**src/rtl/lcd_pkg.sv**
```systemverilog
// rtl/lcd_pkg.sv - shared constants and types for the HD44780 LCD driver
// Purpose: command bytes, transfer timing, sequencer positions, status codes,
//          FSM state types and small helpers used by lcd_display and
//          lcd_controller.
// Ports:   none (package).
package lcd_pkg;

  // HD44780 commands
  localparam logic [7:0] CMD_FUNC_SET = 8'h38;  // 8-bit bus, 2 lines, 5x8 font
  localparam logic [7:0] CMD_DISP_ON  = 8'h0C;  // display on, cursor off
  localparam logic [7:0] CMD_CLEAR    = 8'h01;
  localparam logic [7:0] CMD_ENTRY    = 8'h06;  // increment, no shift
  localparam logic [7:0] CMD_LINE1    = 8'h80;  // DDRAM address 0x00
  localparam logic [7:0] CMD_LINE2    = 8'hC0;  // DDRAM address 0x40

  // Transfer timing in 50 MHz clocks
  localparam int unsigned T_SETUP   = 2;
  localparam int unsigned T_E_WIDTH = 25;
  localparam int unsigned T_HOLD    = 2;
  localparam int unsigned T_DELAY   = 262144;
  localparam int unsigned CNT_W     = 20;  // wide enough for T_DELAY - 1

  // Sequencer positions: 0..4 init, 5..20 line 1, 21 0xC0, 22..37 line 2, 38 0x80
  localparam logic [5:0] POS_INIT_LAST = 6'd4;
  localparam logic [5:0] POS_L1_FIRST  = 6'd5;
  localparam logic [5:0] POS_CMD_L2    = 6'd21;
  localparam logic [5:0] POS_L2_FIRST  = 6'd22;
  localparam logic [5:0] POS_CMD_L1    = 6'd38;

  typedef enum logic [6:0] {
    ST_IDLE     = 7'd0,
    ST_HIT      = 7'd1,
    ST_MISS     = 7'd2,
    ST_GAMEOVER = 7'd3,
    ST_WIN      = 7'd4
  } status_e;

  typedef enum logic [2:0] {
    C_IDLE,
    C_SETUP,
    C_EHIGH,
    C_HOLD,
    C_DELAY,
    C_DONE
  } ctrl_state_e;

  typedef enum logic {
    SEQ_ISSUE,
    SEQ_WAIT
  } seq_state_e;

  function automatic logic [7:0] init_cmd(input logic [2:0] idx);
    case (idx)
      3'd0:    return CMD_FUNC_SET;
      3'd1:    return CMD_DISP_ON;
      3'd2:    return CMD_CLEAR;
      3'd3:    return CMD_ENTRY;
      default: return CMD_LINE1;
    endcase
  endfunction

  // Character idx (0 = leftmost) of a 16-char string packed MSB-first.
  function automatic logic [7:0] char_at(input logic [127:0] s, input logic [3:0] idx);
    return s[{~idx, 3'b000} +: 8];
  endfunction

endpackage

```
**src/rtl/lcd_controller.sv**
```systemverilog
// rtl/lcd_controller.sv - single HD44780 byte transfer with start/done handshake
// Purpose: latches RS/data on start (only while idle), then drives setup,
//          E-high, hold and inter-transfer delay phases; done pulses for one
//          clock once the delay has elapsed.
// Ports:   clk_i, rst_ni (async active-low); start_i, rs_i, data_i request;
//          done_o completion pulse; lcd_e_o, lcd_rs_o, lcd_data_o to the panel.
module lcd_controller
  import lcd_pkg::*;
#(
  parameter int unsigned DELAY_CYCLES = T_DELAY
) (
  input  logic       clk_i,
  input  logic       rst_ni,
  input  logic       start_i,
  input  logic       rs_i,
  input  logic [7:0] data_i,
  output logic       done_o,
  output logic       lcd_e_o,
  output logic       lcd_rs_o,
  output logic [7:0] lcd_data_o
);

  ctrl_state_e      state_q, state_d;
  logic [CNT_W-1:0] cnt_q, cnt_d;
  logic [CNT_W-1:0] limit;
  logic             rs_q, rs_d;
  logic [7:0]       data_q, data_d;
  logic             e_q, e_d;

  always_ff @(posedge clk_i or negedge rst_ni) begin
    if (!rst_ni) begin
      state_q <= C_IDLE;
      cnt_q   <= '0;
      rs_q    <= 1'b0;
      data_q  <= 8'h00;
      e_q     <= 1'b0;
    end else begin
      state_q <= state_d;
      cnt_q   <= cnt_d;
      rs_q    <= rs_d;
      data_q  <= data_d;
      e_q     <= e_d;
    end
  end

  // Last count value of each timed phase
  always_comb begin
    limit = '0;
    case (state_q)
      C_SETUP: limit = CNT_W'(T_SETUP - 1);
      C_EHIGH: limit = CNT_W'(T_E_WIDTH - 1);
      C_HOLD:  limit = CNT_W'(T_HOLD - 1);
      C_DELAY: limit = CNT_W'(DELAY_CYCLES - 1);
      default: limit = '0;
    endcase
  end

  always_comb begin
    state_d = state_q;
    cnt_d   = cnt_q;
    rs_d    = rs_q;
    data_d  = data_q;
    done_o  = 1'b0;
    case (state_q)
      C_IDLE: begin
        // RS/data stay latched for the whole transfer, so input changes
        // after this point cannot touch the byte in flight.
        if (start_i) begin
          rs_d    = rs_i;
          data_d  = data_i;
          cnt_d   = '0;
          state_d = C_SETUP;
        end
      end
      C_SETUP, C_EHIGH, C_HOLD, C_DELAY: begin
        if (cnt_q == limit) begin
          cnt_d = '0;
          case (state_q)
            C_SETUP: state_d = C_EHIGH;
            C_EHIGH: state_d = C_HOLD;
            C_HOLD:  state_d = C_DELAY;
            default: state_d = C_DONE;
          endcase
        end else begin
          cnt_d = cnt_q + CNT_W'(1);
        end
      end
      C_DONE: begin
        done_o  = 1'b1;
        state_d = C_IDLE;
      end
      default: state_d = C_IDLE;
    endcase
    // E is registered from the next state so the strobe is glitch-free.
    e_d = (state_d == C_EHIGH);
  end

  assign lcd_e_o    = e_q;
  assign lcd_rs_o   = rs_q;
  assign lcd_data_o = data_q;

endmodule

```
**src/rtl/lcd_display.sv**
```systemverilog
// rtl/lcd_display.sv - game status display on a 16x2 HD44780 LCD
// Purpose: init/line sequencer plus character ROM/mux; each byte is handed to
//          lcd_controller and the two lines are refreshed forever.
// Ports:   iCLK_50MHZ, iRST_N (async active-low); lcd0 status code; lcd6/lcd7
//          ASCII hit digits; cont_a hits, cont_e errors; lcd1..3, botoes
//          reserved; DATA_BUS, LCD_RW, LCD_E, LCD_RS to the panel.
module lcd_display
  import lcd_pkg::*;
#(
  parameter int unsigned DELAY_CYCLES = T_DELAY
) (
  input  logic       iCLK_50MHZ,
  input  logic       iRST_N,
  input  logic [6:0] lcd0,
  input  logic [6:0] lcd1,
  input  logic [6:0] lcd2,
  input  logic [6:0] lcd3,
  input  logic [6:0] lcd6,
  input  logic [6:0] lcd7,
  input  logic [7:0] cont_a,
  input  logic [7:0] cont_e,
  input  logic [3:0] botoes,
  inout  wire  [7:0] DATA_BUS,
  output logic       LCD_RW,
  output logic       LCD_E,
  output logic       LCD_RS
);

  localparam logic [127:0] MSG_IDLE = "MOLES ATTACK    ";
  localparam logic [127:0] MSG_HIT  = "HIT!            ";
  localparam logic [127:0] MSG_MISS = "MISS!           ";
  localparam logic [127:0] MSG_OVER = "GAME OVER       ";
  localparam logic [127:0] MSG_WIN  = "YOU WIN!        ";

  seq_state_e   seq_q, seq_d;
  logic [5:0]   pos_q, pos_d;
  logic         start;
  logic         ctrl_done;
  logic         xfer_rs;
  logic [7:0]   xfer_data;
  logic [127:0] line1_text;
  logic [127:0] line2_text;
  logic [7:0]   e_char;
  logic [7:0]   hit_div;
  logic [7:0]   v_char;
  logic [7:0]   bus_data;
  logic         unused_inputs;

  assign unused_inputs = ^{lcd1, lcd2, lcd3, botoes};

  always_ff @(posedge iCLK_50MHZ or negedge iRST_N) begin
    if (!iRST_N) begin
      seq_q <= SEQ_ISSUE;
      pos_q <= '0;
    end else begin
      seq_q <= seq_d;
      pos_q <= pos_d;
    end
  end

  // Controller is always idle in SEQ_ISSUE (it returns to idle right after done).
  always_comb begin
    seq_d = seq_q;
    pos_d = pos_q;
    start = 1'b0;
    case (seq_q)
      SEQ_ISSUE: begin
        start = 1'b1;
        seq_d = SEQ_WAIT;
      end
      default: begin
        if (ctrl_done) begin
          seq_d = SEQ_ISSUE;
          pos_d = (pos_q == POS_CMD_L1) ? POS_L1_FIRST : pos_q + 6'd1;
        end
      end
    endcase
  end

  always_comb begin
    line1_text = MSG_IDLE;
    case (lcd0)
      ST_HIT:      line1_text = MSG_HIT;
      ST_MISS:     line1_text = MSG_MISS;
      ST_GAMEOVER: line1_text = MSG_OVER;
      ST_WIN:      line1_text = MSG_WIN;
      default:     line1_text = MSG_IDLE;
    endcase
  end

  // Error digit saturates at 9; level is hits/5 + 1 capped at 4.
  assign e_char  = (cont_e > 8'd9) ? 8'h39 : 8'h30 + cont_e;
  assign hit_div = cont_a / 8'd5;
  assign v_char  = (hit_div >= 8'd3) ? 8'h34 : 8'h31 + hit_div;

  assign line2_text = {"HIT:", 1'b0, lcd6, 1'b0, lcd7, " ERR:", e_char, " L", v_char, " "};

  // Inputs are read combinationally here, i.e. at the moment the byte is fetched.
  always_comb begin
    xfer_rs   = 1'b0;
    xfer_data = 8'h00;
    if (pos_q <= POS_INIT_LAST) begin
      xfer_data = init_cmd(pos_q[2:0]);
    end else if (pos_q < POS_CMD_L2) begin
      xfer_rs   = 1'b1;
      xfer_data = char_at(line1_text, 4'(pos_q - POS_L1_FIRST));
    end else if (pos_q == POS_CMD_L2) begin
      xfer_data = CMD_LINE2;
    end else if (pos_q < POS_CMD_L1) begin
      xfer_rs   = 1'b1;
      xfer_data = char_at(line2_text, 4'(pos_q - POS_L2_FIRST));
    end else begin
      xfer_data = CMD_LINE1;
    end
  end

  lcd_controller #(
    .DELAY_CYCLES(DELAY_CYCLES)
  ) u_ctrl (
    .clk_i     (iCLK_50MHZ),
    .rst_ni    (iRST_N),
    .start_i   (start),
    .rs_i      (xfer_rs),
    .data_i    (xfer_data),
    .done_o    (ctrl_done),
    .lcd_e_o   (LCD_E),
    .lcd_rs_o  (LCD_RS),
    .lcd_data_o(bus_data)
  );

  // Write-only panel: the bus is never released.
  assign DATA_BUS = bus_data;
  assign LCD_RW   = 1'b0;

endmodule

```
**config.mk**
```make
export PLATFORM = sky130hd
export DESIGN_NAME = lcd_display
export DESIGN_NICKNAME = d
export VERILOG_FILES = /design/src/rtl/lcd_pkg.sv /design/src/rtl/lcd_controller.sv /design/src/rtl/lcd_display.sv
export SDC_FILE = /design/constraint.sdc
export NUM_CORES = 1
export LEC_CHECK = 0
export CAP_MARGIN = 20
export CORE_UTILIZATION = 54
export CTS_BUF_LIST = sky130_fd_sc_hd__clkbuf_8 sky130_fd_sc_hd__clkbuf_16
export DETAILED_ROUTE_END_ITERATION = 16
export PLACE_DENSITY = 0.81
export SETUP_SLACK_MARGIN = 0.3
export SLEW_MARGIN = 20
export SYNTH_ARGS = -nofsm -noshare
export SYNTH_HDL_FRONTEND = slang
export SYNTH_SLANG_ARGS = --single-unit
```
**constraint.sdc**
```tcl
create_clock -name iCLK_50MHZ -period 3.3 [get_ports iCLK_50MHZ]
set_input_delay 0.99 -clock iCLK_50MHZ [delete_from_list [all_inputs] [get_ports iCLK_50MHZ]]
set_output_delay 0.99 -clock iCLK_50MHZ [all_outputs]
set_load 0.1 [all_outputs]
```
==> results of run 1 <==
## path summary, 6_finish.rpt
path | from | slack [ps] | end
worst max-delay path | cont_a[5] | -580 | DATA_BUS[1]
worst min-delay path | u_ctrl.lcd_rs_o | 500 | u_ctrl.lcd_rs_o
worst max register to register | u_ctrl.state_q[1] | 520 | u_ctrl.cnt_q[19]
worst min register to register | u_ctrl.lcd_rs_o | 500 | u_ctrl.lcd_rs_o
max in group asynchronous | iRST_N | 1910 | u_ctrl.state_q[0]
min in group asynchronous | iRST_N | 820 | u_ctrl.cnt_q[8]
## area by class of cell
| type | instances | share of cell area |
|---|---|---|
| multi-input combinational | 441 | 0.582 |
| timing repair buffer | 105 | 0.172 |
| clock inverter | 3 | 0.00731 |
| tap | 99 | 0.0233 |
| inverter | 19 | 0.0139 |
| clock buffer | 5 | 0.0130 |
| sequential | 40 | 0.189 |
## state kept, by name, indices dropped and copies added (netlist names)
signal           count
DATA_BUS             8
pos_q                6
seq_q                1
u_ctrl.cnt_q        20
u_ctrl.lcd_e_o       1
u_ctrl.lcd_rs_o      1
u_ctrl.state_q       3
## stage by stage
step	utilization	hold slack, ps
2_1_floorplan	-	489
3_3_place_gp	0.666	484
3_5_place_dp	0.666	486
4_1_cts	0.703	502
5_1_grt	0.720	532
6_report	0.720	500
## worst max-delay path, cell delays in order
cell and delay (ps):
buf_6 110, buf_6 130, nor4bb_4 310, a311oi_2 80
a32oi_2 230, or2_4 180, inv_4 50, ha_4 270
o21ai_2 60, nand2_1 90, o31ai_2 80, or3_1 390
ha_2 200, nor4_4 160, nand4_1 190, buf_4 210
o221ai_2 140, a22oi_1 90, o21ai_1 140
## report_power, final
group          switching [W]  internal [W]
Clock               0.000185      0.000222
Sequential                 0      0.000490
Combinational       0.000156      0.000170
## metal layers
metal,up-vias,part of all wire,global-route usage
met2,253,0.49,0.515
met4,0,0.022,0.0820
li1,2195,-,-
met1,2293,0.41,0.397
met3,33,0.075,0.0550
met5,-,0,0
## cells in the final DEF (no fill, tap or decap), types with 5 or more instances in the layout
cell type	n
or3_1	6
nor3b_1	8
nand4_1	13
o22ai_1	8
mux2i_1	10
xor2_1	7
xnor2_1	10
nand3_1	20
o31ai_1	6
o21ai_0	31
clkdlybuf4s50_1	30
o211ai_1	8
nand2_1	38
a22o_1	10
nor2b_1	6
ha_1	16
clkbuf_8	5
nand3b_1	10
nor3_1	15
a31oi_1	11
buf_6	9
a31o_2	9
nor2_1	48
a211oi_1	7
and3_1	6
nand2b_1	8
a21o_1	5
inv_1	18
buf_4	61
a21oi_1	26
dfrtp_1	40
## cell families after synthesis
kind of cell / Yosys count / share of synthesized area
buffers and inverters: 60 / 0.0639
XOR/XNOR: 17 / 0.0357
other: 1 / 0.000899
multiplexers: 10 / 0.0240
flip-flops: 40 / 0.240
AND/OR/NAND/NOR: 219 / 0.282
adder cells (fa/ha/maj): 18 / 0.0540
AO/OA/AOI/OAI: 175 / 0.300
## what timing repair did
action | CTS | global route
cloned | 0 | 1
endpoints found under the setup margin | 3 | 17
setup buffers | 13 | 6
gates resized for setup | 40 | 19
pin swaps | 21 | 9
==> results.yml, run 1 <==
outcome:
  status: "complete, but fails checks"
  failed_checks: "setup timing"
drt:
  routedWlPerCell_um: 18.1
  final_antenna_net_count: 0
  drt_iter0_drc: 498
  routed-via-count: 4774
  drt_first_pass_iters: 5
  vias_per_cell: 6.71
  routed_wl_um: 12900
  drc: 0
power_and_ir_drop:
  vdd_drop_max_mv: 0.123
  p_per_area_nw_per_um2: 230
  leakagePower_nw: 2.16
  finalPower_w: 0.00122
worst_setup_path:
  worst_r2r_path_depth: 6
  worstPathRequired_ps: 3520
  worstPathArrival_ps: 4100
  setup.worst_path.start_class: "primary input"
  crit_fanout: 6
  critPathKind: "in -> reg"
  critPathCaptureType: "flop"
synthesis:
  synth_warnings: 0
  synth_cell_type_count: 78
  synthTopCellsByCount: "nor2_1 (51), dfrtp_1 (40), nand2_1 (38)"
  synthArstFlopShare: 1.00
  synth_ff_type: "dfrtp_1"
  syn_inst: 540
  syn-num-nets: 622
  syn-mean-instance-area_um2: 7.72
  yosysSeqAreaShare: 0.240
  synth_edf_count: 0
  synth.largest_area_cell: "dfrtp_1"
  synth_seq_cells: 40
  syn_area_um2: 4170
  yosysMostFrequentCell: "nor2_1"
  synthTopCellsByArea: "dfrtp_1 (24%), ha_1 (5.4%), nor2_1 (4.6%), o21ai_0 (4.1%), nand2_1 (3.4%)"
  synth_top_area_frac: 0.240
global_routing:
  grt_pass1_wl_um: 20600
  track_usage: 0.304
  first_global_vias: 4321
  antenna_found_initial: 0
  grt_max_degree: 41
  grt-ovfl-total: 0
finish:
  nNetsFinal: 694
  n_fill_cell: 574
  drive_gt1_frac: 0.217
  multi_input_area_um2: 3090
  diodes: 0
  final_area_um2: 5310
  register_area_um2: 1000
  syn_to_final_growth_pct: 27.3
  stdcell_count: 712
sta:
  slew_headroom: 0.356
  worstMarginPinSlew_ps: 967
  setup_violations: 3
  max_freq_ghz: 0.258
  setup_tns_ps: -1590
  drv_slew: 0
  min_period_over_period: 1.18
  min_period_ps: 3880
  finalClockSkew_ps: 8.83
  layout_setup_ws_ps: -583
  hold_viol_final: 0
  rsz0062_at_grt: "true"
worst_hold_path:
  hold_depth: 2
  min_path_type: "reg -> reg"
die:
  die_h_um: 89.9
  start_util: 0.566
  dieWidth_um: 89.9
  core_area_um2: 7370
  ios: 75
  dieArea_um2: 8080
  placementRows: 31
flow_run:
  drv_cap: 0
cts:
  cts_tree: "done"
  clk_path_buf_depth: 2
  clk_pin_slew_ps: 80
  clk_latency_ps: 300
  numCtsBuffers: 5
  cts_sinks: 40
  ctsHtreeMaxLevel: 2
  ctsHoldBuffers: 0
  ctsRootBufferMaster: "clkbuf_8"
placed_design:
  port_buffers: 40
  placed_area_um2: 4910
  pre_cts_ws_ps: -1350
  dp.cells: 684
  dp_hpwl_um: 8320
  gp_congestion: 0.936
(Power assumes the default switching activity.)
==> inputs of run 2 (changes only) <==
--- a/config.mk
+++ b/config.mk
@@ -9,6 +9,7 @@
 export CORE_UTILIZATION = 54
 export CTS_BUF_LIST = sky130_fd_sc_hd__clkbuf_8 sky130_fd_sc_hd__clkbuf_16
 export DETAILED_ROUTE_END_ITERATION = 16
+export GPL_ROUTABILITY_DRIVEN = 0
 export PLACE_DENSITY = 0.81
 export SETUP_SLACK_MARGIN = 0.3
 export SLEW_MARGIN = 20
==> constraint.sdc (replaced) <==
create_clock -name iCLK_50MHZ -period 3.3 [get_ports iCLK_50MHZ]
set_input_delay 0.495 -clock iCLK_50MHZ [delete_from_list [all_inputs] [get_ports iCLK_50MHZ]]
set_output_delay 0.495 -clock iCLK_50MHZ [all_outputs]
set_load 0.1 [all_outputs]
==> results.yml, run 2 (synthesis results as in run 1) <==
outcome:
  status: "complete, but fails checks"
  failed_checks: "setup timing"
die:
  start_util: 0.566
  die_h_um: 89.9
  dieArea_um2: 8080
  ios: 75
  dieWidth_um: 89.9
  placementRows: 31
  core_area_um2: 7370
cts:
  clk_path_buf_depth: 2
  numCtsBuffers: 5
  ctsHoldBuffers: 0
  cts_tree: "done"
  clk_latency_ps: 290
  ctsRootBufferMaster: "clkbuf_8"
  ctsHtreeMaxLevel: 2
  clk_pin_slew_ps: 90
  cts_sinks: 40
drt:
  vias_per_cell: 6.54
  drt_first_pass_iters: 5
  drt_iter0_drc: 336
  routed-via-count: 4620
  routedWlPerCell_um: 17.6
  final_antenna_net_count: 0
  routed_wl_um: 12400
  drc: 0
finish:
  final_area_um2: 5260
  final_common_cell: "buf_4"
  layout_common_cells: "buf_4 (55), nor2_1 (49), dfrtp_1 (40)"
  largest-register: "u_ctrl.cnt_q"
  nNetsFinal: 688
  drive_gt1_frac: 0.206
  syn_to_final_growth_pct: 26.2
  diodes: 0
  largest_reg_flops: 20
worst_setup_path:
  worstPathRequired_ps: 3480
  crit_slowest_cell: "or3b_4"
  crit_fanout: 3
  crit_path_max_incr_delay_ps: 390
  critPathCaptureType: "flop"
  critPathKind: "in -> reg"
  crit_chain: "buf_6 > or3b_4 > a21o_1 > a32oi_2 > or2_4 > inv_4 > ha_4 > nor2_2 > nor2_1 > o31ai_2 > or3_1 > ha_2 > nor4_4 > nand4_1 > nor3_2 > o31ai_1 > o32ai_1"
  setup.worst_path.start_class: "primary input"
  worstPathArrival_ps: 3610
power_and_ir_drop:
  p_per_area_nw_per_um2: 225
  vdd_drop_max_mv: 0.153
  leakagePower_nw: 2.11
sta:
  min_period_ps: 3430
  finalClockSkew_ps: 7.65
  layout_setup_ws_ps: -126
  slew_headroom: 0.355
  rsz0062_at_grt: "true"
  setup_violations: 2
  hold_viol_final: 0
  min_period_over_period: 1.04
  max_freq_ghz: 0.292
  drv_slew: 0
  worstMarginPinSlew_ps: 967
global_routing:
  grt_max_degree: 41
  grt-ovfl-total: 0
  antenna_found_initial: 0
  track_usage: 0.300
  grt_pass1_wl_um: 20300
  first_global_vias: 4305
placed_design:
  placed_area_um2: 4850
  pre_cts_ws_ps: -767
  dp_hpwl_um: 8360
  port_buffers: 40
flow_run:
  drv_cap: 0
worst_hold_path:
  min_path_type: "in -> reg"
[run 2: changes by cell type in the layout (fill, tap and decap cells not counted), sizes merged]
| cell | before | now |
|---|---|---|
| buf | 73 | 66 |
| dlymetal6s2s | 1 | 0 |
| clkinvlp | 0 | 1 |
| o2111ai | 2 | 1 |
| inv | 19 | 18 |
| clkdlybuf4s50 | 30 | 33 |
[run 2: through the flow]
step	hold slack [ps]	cells	TNS [ps]	total power, W	utilization
2_1_floorplan	199	540	-221	0.000625	-
3_3_place_gp	479	678	-1770	0.000727	0.659
3_5_place_dp	508	678	-2060	0.000734	0.659
4_1_cts	324	701	0	0.00116	0.699
5_1_grt	339	706	-422	0.00123	0.714
6_report	331	706	-223	0.00118	0.714
[run 2: worst max-delay path, delay by kind of cell]
family / cells / cell delay (ps)
buf+inv: 2 / 150
fa+ha+maj: 2 / 470
simple gates: 8 / 1650
compound gates: 5 / 840
[run 2: per-layer routing]
metal,vias up,GRT usage,wire (um)
met5,-,0,0
met2,231,0.512,6120
met1,2187,0.395,5200
met4,0,0.101,261
met3,29,0.0321,827
li1,2173,-,-
[run 2: layout make-up]
cell class | count | area (um2)
Multi-Input combinational cell | 440 | 3090
Fill cell | 576 | 2110
Sequential cell | 40 | 1000
Timing Repair Buffer | 100 | 867
Tap cell | 99 | 124
Inverter | 19 | 73.8
Clock buffer | 5 | 68.8
Clock inverter | 3 | 42.5
[run 2: where the power goes]
group	switching [W]	internal [W]
clock	0.000181	0.000224
combinational	0.000141	0.000148
sequential	0	0.000490
total	0.000322	0.000862
[run 2: path summary, 6_finish.rpt]
kind	startpoint	endpoint	slack, ps	cells after the start
max	cont_a[3]	DATA_BUS[0]	-130	17
min	DATA_BUS[7]	DATA_BUS[7]	330	2
max reg2reg	u_ctrl.cnt_q[7]	u_ctrl.cnt_q[19]	450	6
min reg2reg	u_ctrl.lcd_rs_o	u_ctrl.lcd_rs_o	520	2
max in group asynchronous	iRST_N	pos_q[5]	2390	1
min in group asynchronous	iRST_N	u_ctrl.cnt_q[9]	340	1
[run 2: what timing repair did]
action / 4_1_cts / 5_1_grt
pin swaps: 21 / 9
resized for setup: 40 / 15
buffers inserted: 15 / 5
hold endpoints to repair: 0 / 0
endpoints found under the setup margin: 3 / 14
==> inputs of run 3 (changes only) <==
--- a/config.mk
+++ b/config.mk
@@ -5,7 +5,7 @@
 export SDC_FILE = /design/constraint.sdc
 export NUM_CORES = 1
 export LEC_CHECK = 0
-export CAP_MARGIN = 20
+export CAP_MARGIN = 40
 export CORE_UTILIZATION = 54
 export CTS_BUF_LIST = sky130_fd_sc_hd__clkbuf_8 sky130_fd_sc_hd__clkbuf_16
 export DETAILED_ROUTE_END_ITERATION = 16
@@ -16,3 +16,4 @@
 export SYNTH_ARGS = -nofsm -noshare
 export SYNTH_HDL_FRONTEND = slang
 export SYNTH_SLANG_ARGS = --single-unit
+export TNS_END_PERCENT = 5
==> results.yml, run 3 (synthesis results as in run 1) <==
cts:
  clk_latency_ps: 300
  ctsHoldBuffers: 0
  ctsRootBufferMaster: "clkbuf_8"
  cts_tree: "done"
  cts_sinks: 40
  ctsHtreeMaxLevel: 2
  numCtsBuffers: 5
  clk_path_buf_depth: 2
  clk_pin_slew_ps: 80
finish:
  stdcell_count: 719
  largest-register: "u_ctrl.cnt_q"
  final_common_cell: "buf_4"
  largest_reg_flops: 20
  diodes: 0
  layout_common_cells: "buf_4 (56), nor2_1 (48), dfrtp_1 (40)"
  drive_gt1_frac: 0.206
  nNetsFinal: 702
  utilization: 0.735
  syn_to_final_growth_pct: 29.9
  n_fill_cell: 545
power_and_ir_drop:
  leakagePower_nw: 2.20
  seq_power_share: 0.440
  p_per_area_nw_per_um2: 205
  internal-power_w: 0.000793
  p_clk_frac: 0.292
  combPwrFrac: 0.268
  finalPower_w: 0.00111
  power.switching_w: 0.000319
  swShare: 0.287
  vdd_drop_max_mv: 0.147
worst_setup_path:
  worstPathArrival_ps: 3560
  crit_fanout: 9
  crit_path_max_incr_delay_ps: 410
  crit_cells: 16
  critPathCaptureType: "flop"
  reg2reg_from: "u_ctrl.state_q[0]"
  cpMostUsedCell: "ha_2"
  crit_slowest_cell: "or3b_4"
  worstPathRequired_ps: 3490
  setup.worst_path.start_class: "primary input"
  reg2reg_to: "u_ctrl.cnt_q[5]"
  critPathKind: "in -> reg"
  r2r_slack_ps: 440
  crit_chain: "buf_6 > or3b_4 > a32oi_2 > nor3_2 > or2_4 > inv_4 > ha_2 > o21ai_0 > nor3b_1 > or3_1 > ha_2 > nor4_4 > nand4_1 > nor3_1 > o31ai_1 > o32ai_1"
  crit_family: "simple AND/OR/NAND/NOR gates"
  path_buf_inv: 2
  worst_r2r_path_depth: 6
sta:
  finalClockSkew_ps: 13.2
  min_period_ps: 3370
  setup_violations: 1
  layout_setup_ws_ps: -69.9
  hold_viol_final: 0
  worstMarginPinSlew_ps: 764
  rsz0062_at_grt: "true"
  fin_hold_ws_ps: 77.8
  max_freq_ghz: 0.297
  slew_headroom: 0.487
  drv_slew: 0
  min_period_over_period: 1.02
flow_run:
  drv_cap: 0
die:
  dieArea_um2: 8080
  dieWidth_um: 89.9
  placementRows: 31
  die_h_um: 89.9
  core_area_um2: 7370
  start_util: 0.566
  ios: 75
worst_hold_path:
  min_path_type: "in -> async"
drt:
  vias_per_cell: 6.63
  routedWlPerCell_um: 17.7
  drc: 0
  final_antenna_net_count: 0
  routed-via-count: 4766
  drt_first_pass_iters: 7
  drt_iter0_drc: 390
  routed_wl_um: 12700
placed_design:
  dp_hpwl_um: 8750
  port_buffers: 40
  dp.cells: 694
global_routing:
  grt_pass1_wl_um: 21400
  grt_util_met3: 0.0651
  grt-ovfl-total: 0
  busiest_layer: "met2"
  grt_use_met1: 0.391
  track_usage: 0.318
  grt_max_degree: 40
  antenna_found_initial: 0
  first_global_vias: 4516
  use_met2: 0.542
outcome:
  failed_checks: "setup timing"
  status: "complete, but fails checks"
==> run 3: through the flow <==
step	worst slack (ps)	area, um2	setup TNS, ps
2_1_floorplan	-182	4240	-241
3_3_place_gp	-669	4870	-1820
3_5_place_dp	-937	5130	-2460
4_1_cts	-48.6	5400	-48.6
5_1_grt	-185	5420	-321
6_report	-69.9	5420	-69.9
==> run 3: worst max path at each step <==
stage	from	endpoint	slack, ps
after floorplan	cont_a[3]	DATA_BUS[0]	-180
after global placement	cont_a[7]	DATA_BUS[0]	-670
after detailed placement	cont_a[7]	DATA_BUS[0]	-940
after CTS	cont_a[4]	DATA_BUS[0]	-50
after global routing	cont_a[6]	DATA_BUS[0]	-190
final	cont_a[7]	DATA_BUS[0]	-70
==> run 3: per-layer routing <==
metal  vias up  share of wire
met5         -              0
met4         0          0.038
met3        64          0.073
met2       252           0.49
met1      2248           0.40
li1       2202              -
==> run 3: timing repair <==
action	4_1_cts	5_1_grt
pin swaps	20	7
gates cloned	0	0
endpoints found under the setup margin	3	13
gates resized for setup	40	4
setup buffers	17	1
==> run 3: power groups by stage <==
stage	Sequential, W	Combinational [W]	Clock, W
finish	0.000490	0.000298	0.000324
global route	0.000490	0.000322	0.000344
CTS	0.000490	0.000282	0.000320
detailed placement	0.000499	0.000239	0
global placement	0.000500	0.000232	0
floorplan	0.000500	0.000125	0
==> run 3: area by class of cell <==
cell class,instances,area [um2],area share
Multi-Input combinational cell,440,3030,0.559
Timing Repair Buffer,114,1110,0.205
Sequential cell,40,1000,0.185
Tap cell,99,124,0.0229
Inverter,19,73.8,0.0136
Clock buffer,5,68.8,0.0127
Clock inverter,2,12.5,0.00231
